[src/rtl/seg7_scan_driver.sv]
// seg7_scan_driver
// Scans a 4-digit multiplexed 7-segment display from a 16-bit hex value.
// A load is held in a shadow register and only moves to the display
// register at the end of a full frame, so digits never tear mid-scan.
// Each digit slot starts with a short all-off gap to suppress ghosting.

module seg7_scan_driver #(
  parameter int SCAN_DIV     = 10,
  parameter int COMMON_ANODE = 1,
  parameter int BLANK_LZ     = 1,
  parameter int GHOST        = 4
) (
  input  logic        clk,
  input  logic        rst,
  input  logic [15:0] data_in,
  input  logic        load,
  input  logic [3:0]  dp_in,
  input  logic        blank,
  output logic [3:0]  an,
  output logic [6:0]  seg,
  output logic        dp,
  output logic        frame_done,
  output logic [15:0] shown_data
);

  localparam logic                INV       = (COMMON_ANODE != 0);
  localparam logic                LZ_EN     = (BLANK_LZ != 0);
  localparam logic [SCAN_DIV-1:0] GHOST_CNT = SCAN_DIV'(GHOST);

  logic [SCAN_DIV-1:0] cnt;
  logic [1:0]          dig;
  logic [15:0]         sh_data;
  logic [3:0]          sh_dp;
  logic                pending;
  logic [15:0]         disp_data;
  logic [3:0]          disp_dp;

  logic                slot_end;
  logic                boundary;
  logic [3:0]          nib;
  logic                lz;
  logic                on;
  logic [3:0]          an_hi;
  logic [6:0]          seg_hi;
  logic                dp_hi;

  // Hex to active-high gfedcba segment pattern
  function automatic logic [6:0] hex7(input logic [3:0] n);
    case (n)
      4'h0: hex7 = 7'h3F;
      4'h1: hex7 = 7'h06;
      4'h2: hex7 = 7'h5B;
      4'h3: hex7 = 7'h4F;
      4'h4: hex7 = 7'h66;
      4'h5: hex7 = 7'h6D;
      4'h6: hex7 = 7'h7D;
      4'h7: hex7 = 7'h07;
      4'h8: hex7 = 7'h7F;
      4'h9: hex7 = 7'h6F;
      4'hA: hex7 = 7'h77;
      4'hB: hex7 = 7'h7C;
      4'hC: hex7 = 7'h39;
      4'hD: hex7 = 7'h5E;
      4'hE: hex7 = 7'h79;
      default: hex7 = 7'h71;
    endcase
  endfunction

  assign slot_end   = &cnt;
  assign boundary   = slot_end && (dig == 2'd3);
  assign shown_data = disp_data;

  // Select and decode the digit for the current slot (active-high form)
  always_comb begin
    nib    = disp_data[{dig, 2'b00} +: 4];
    lz     = 1'b0;
    case (dig)
      2'd3:    lz = (disp_data[15:12] == 4'h0);
      2'd2:    lz = (disp_data[15:8] == 8'h00);
      2'd1:    lz = (disp_data[15:4] == 12'h000);
      default: lz = 1'b0;
    endcase
    lz     = lz && LZ_EN;
    on     = (cnt >= GHOST_CNT) && !blank;
    an_hi  = on ? (4'b0001 << dig) : 4'b0000;
    seg_hi = (on && !lz) ? hex7(nib) : 7'h00;
    dp_hi  = on && disp_dp[dig];
  end

  // Scan counters, frame pulse, double buffer and polarity-adjusted outputs
  always_ff @(posedge clk) begin
    if (rst) begin
      cnt        <= '0;
      dig        <= 2'd0;
      sh_data    <= 16'h0000;
      sh_dp      <= 4'h0;
      pending    <= 1'b0;
      disp_data  <= 16'h0000;
      disp_dp    <= 4'h0;
      frame_done <= 1'b0;
      an         <= {4{INV}};
      seg        <= {7{INV}};
      dp         <= INV;
    end else begin
      cnt        <= cnt + 1'b1;
      if (slot_end) dig <= dig + 2'd1;
      frame_done <= boundary;

      if (boundary) begin
        pending <= 1'b0;
        if (load) begin
          disp_data <= data_in;
          disp_dp   <= dp_in;
        end else if (pending) begin
          disp_data <= sh_data;
          disp_dp   <= sh_dp;
        end
      end else if (load) begin
        sh_data <= data_in;
        sh_dp   <= dp_in;
        pending <= 1'b1;
      end

      an  <= an_hi ^ {4{INV}};
      seg <= seg_hi ^ {7{INV}};
      dp  <= dp_hi ^ INV;
    end
  end

endmodule

[config.mk]
export PLATFORM = sky130hd
export DESIGN_NAME = seg7_scan_driver
export DESIGN_NICKNAME = d
export VERILOG_FILES = /design/src/rtl/seg7_scan_driver.sv
export SDC_FILE = /design/constraint.sdc
export NUM_CORES = 1
export LEC_CHECK = 0
export BUFFER_PORTS_ARGS = -buffer_cell sky130_fd_sc_hd__buf_2
export CAP_MARGIN = 20
export CORE_MARGIN = 8
export CORE_UTILIZATION = 35
export CTS_CLUSTER_SIZE = 10
export DETAILED_ROUTE_END_ITERATION = 12
export GPL_TIMING_DRIVEN = 0
export PLACE_DENSITY_LB_ADDON = 0.12
export SKIP_CTS_REPAIR_TIMING = 1
export SYNTH_ARGS = -nofsm -noshare
export SYNTH_HDL_FRONTEND = slang
export SYNTH_SLANG_ARGS = --single-unit
[constraint.sdc]
create_clock -name clk -period 2.6 [get_ports clk]
set_input_delay 0.13 -clock clk [delete_from_list [all_inputs] [get_ports clk]]
set_output_delay 0.13 -clock clk [all_outputs]
set_load 0.1 [all_outputs]
==> summary.md <==
| Metric | Value |
|---|---|
| Worst Path Buf+Inv | `1` |
| Fill cell count | `905` |
| RSZ-0062 raised after global routing | `no` |
| Gr usage total | `13.22%` |
| Synth Area in Adders | `5.272%` |
| # nets final | `401` |
| Finished Cell Area | `0.003680 mm2` |
| Area post-placement | `0.003476 mm2` |
| Root Driver | `clkbuf_8` |
| Reg-to-Reg End | `seg[6]` |
| Synth Area in Simple Gates | `12.12%` |
| Final Max Tran Viols | `0` |
| Starting DRT DRC Count | `91` |
| Post-synth EDFFs | `0` |
| Critical Path Source Type | `flop` |
| Pwr dens | `568.7 mW/mm2` |
| Xor/xnor cell area share of the yosys netlist | `3.406%` |
| Critical Path RT | `2.82 ns` |
| Hold Crit Depth | `3` |
| Min-Delay Path Class | `in2reg` |
| Effective utilization at floorplan | `35.73%` |
| Setup CP Type | `reg2reg` |
| Final core utilization | `42.61%` |
| Layout Skew | `0.009770 ns` |
| Largest area contributor in the netlist | `dfxtp_1` |
| CTS tree | `done` |
| Synth area leaders | `dfxtp_1 (43%), mux2i_1 (13%), ha_1 (5.3%)` |
| Std-Cell Rows | `34` |
| Clock transition at the registers of the reported paths | `0.07 ns` |
| Setup TNS Final | `0 ns` |
| Sequential fraction of the synthesis area | `42.82%` |
| R2r startpoint | `dig[0]` |
| Antenna violations before repair | `0` |
| Vias per std cell | `4.981` |
| Multiplexer share of the synthesized area | `19.38%` |
| Arr. time, crit path | `2.33 ns` |
| Non-filler instance count after layout | `476` |
| Via count | `2371` |
| Routed length per placed instance | `15.80 um` |
| Register bit total from synthesis | `66` |
| Share of layout cells above drive strength 1 | `24.18%` |
| Congestion Overflow GR | `0` |
| Max VDD drop | `0.2470 mV` |
| Least-Margin Pin Slew | `0.8108 ns` |
| Syn. warnings | `0` |
| Die area | `0.01208 mm2` |
| Status | `finished, final reports clean` |
| Max-slew headroom | `45.95%` |
| Async SR Flop Fraction | `0%` |
| Cell Chain, Critical Path | `buf_6 -> mux4_1 -> ha_1 -> mux2_1 -> nand2_1 -> o211ai_2` |
| Cell Area, Synth | `0.003085 mm2` |
| First-pass GRT wire length | `12280 um` |
| Pleak | `1.539 nW` |
| Synth cell types | `42` |
| Post-Place Cells | `461` |
| Fmax | `474.0 MHz` |
| Final WL | `7520 um` |
| R2R setup slack | `0.49 ns` |
| DR DRC count | `0` |
| Clock Latency Late Sink | `0.34 ns` |
| Main combinational cell family by area after synthesis | `multiplexers` |
| CTS buffer count | `9` |
| CTS max path bufs | `2` |
| Post-route worst setup slack | `0.4901 ns` |
| Synth Area per Inst | `10.22 um2` |
| Port bufs | `51` |
| Period minus WS final | `2.110 ns` |
| CP top delay family | `multiplexers` |
| Reg2reg path depth | `6` |
| Multi-input logic area | `0.001622 mm2` |
| Slowest cell on the critical path | `mux4_1` |
| IO Pins | `53` |
| Power, Total | `2.093 mW` |
| Worst Hold Slack | `0.03598 ns` |
| Synth Flop Type | `dfxtp_1` |
| Synth-to-layout area growth | `19.26%` |
| Final Cycle Share | `81.15%` |
| Yosys top cell area share | `42.82%` |
| CTS Sinks | `66` |
| Cells after Synth | `302` |
| Post-DRT Antenna Nets | `0` |
| RD Place Congestion | `0.7870` |
| Final Hold Violating Endpoints | `0` |
| Min-delay src | `dp_in[1]` |
| Syn Nets | `339` |
| Post-place setup slack | `0.4648 ns` |
| MaxCap Viol Count | `0` |
| Largest net degree at the start of global routing | `11` |
| Detailed Place HPWL | `5494 um` |
| Crit-path max FO | `7` |
| Vias in the first global route | `2372` |
| DIE WIDTH | `109.9 um` |
| H-Tree Depth | `3` |
| Post-synthesis compound-gate area fraction | `12.37%` |
| Hold Crit Endpoint | `sh_dp[1]` |
| Die Y | `109.9 um` |
| Core Box Area | `0.008636 mm2` |
| CP endpoint kind | `flop` |
| Sequential cell area | `0.001321 mm2` |
| Slowest cell delay on critical path | `0.71 ns` |
| First-pass DRT Iterations | `4` |
| # diodes | `0` |
| Final setup fails | `0` |
-- routing by layer --
| layer | track usage, % | part of all wire, % | up-vias |
|---|---|---|---|
| met5 | 0 | 0 | - |
| met4 | 6.943 | 1.9 | 0 |
| met3 | 3.458 | 6.5 | 11 |
| met2 | 20.08 | 45 | 57 |
| met1 | 16.82 | 47 | 1106 |
| li1 | - | - | 1197 |
-- cells in the final DEF, fill, tap and decap left out, types with 2 or more instances in the layout --
cell	Yosys	layout
ha_1	13	13
mux2i_1	41	41
mux4_2	4	4
buf_2	3	54
nor3_1	2	2
o21ai_1	3	3
o211ai_2	2	2
nand3_1	5	5
a211oi_1	20	20
nor4_1	5	5
mux2_1	3	3
nor2_1	31	31
buf_4	4	4
and2_1	2	2
o211ai_1	2	2
buf_6	2	2
nor2b_1	2	2
dfxtp_1	66	66
nor3b_1	3	3
mux4_1	2	2
inv_1	8	8
a21oi_1	22	22
xor2_1	9	9
xnor2_1	3	3
clkbuf_1	8	9
nand4_1	3	3
buf_1	3	3
nand2_1	16	16
clkbuf_8	0	12
and3_1	2	2
-- layout make-up --
type	count	area share (%)
Timing Repair Buffer	51	6.936
Buffer	20	2.958
Tap cell	108	3.672
Inverter	9	0.9181
Clock inverter	2	0.9521
Clock buffer	13	4.590
Multi-Input combinational cell	207	44.07
Sequential cell	66	35.91
-- kinds of logic (layout without fill, tap and decap cells) --
logic type,count (synthesis),in the layout
and+or+nand+nor,76,76
DFF,66,66
AOI/OAI and AO/OA,55,55
muxes,51,51
buffers and inverters,29,95
adders and majority gates,13,13
xor gates and xnor gates,12,12
-- sequential cells by signal, summed over array words and instances, names as in the netlist, 2 cells and up --
register	count
an	4
sh_dp	4
disp_dp	4
seg	7
sh_data	16
shown_data	16
dig	2
cnt	10
-- worst min-delay path: stages --
cell and delay, ns:
buf_2 0.09, mux2i_1 0.06, nor2_1 0.07
-- report_power, final --
part	total [mW]	leakage, nW	switching, mW	internal [mW]
registers	1.05	0.537	0.0126	1.04
clock network	0.891	0.106	0.376	0.515
logic	0.152	0.896	0.0922	0.0601
-- Yosys cell counts (2+ instances only) --
cell / number
dfxtp_1: 66
mux2i_1: 41
nor2_1: 31
a21oi_1: 22
a211oi_1: 20
nand2_1: 16
ha_1: 13
xor2_1: 9
clkbuf_1: 8
inv_1: 8
nand3_1: 5
nor4_1: 5
buf_4: 4
mux4_2: 4
buf_1: 3
buf_2: 3
mux2_1: 3
nand4_1: 3
nor3b_1: 3
o21ai_1: 3
xnor2_1: 3
and2_1: 2
and3_1: 2
buf_6: 2
mux4_1: 2
nor2b_1: 2
nor3_1: 2
o211ai_1: 2
o211ai_2: 2
-- how the worst max path moves through the flow --
stage	from	endpoint	slack [ns]	cells past startpoint
2_1_floorplan	shown_data[5]	seg[4]	0.22	6
3_3_place_gp	dig[0]	seg[5]	0.49	6
3_5_place_dp	dig[1]	seg[4]	0.46	7
4_1_cts	dig[1]	seg[4]	0.48	7
5_1_grt	dig[1]	seg[4]	0.28	7
6_report	dig[0]	seg[6]	0.49	6
(Power assumes the default switching activity.)
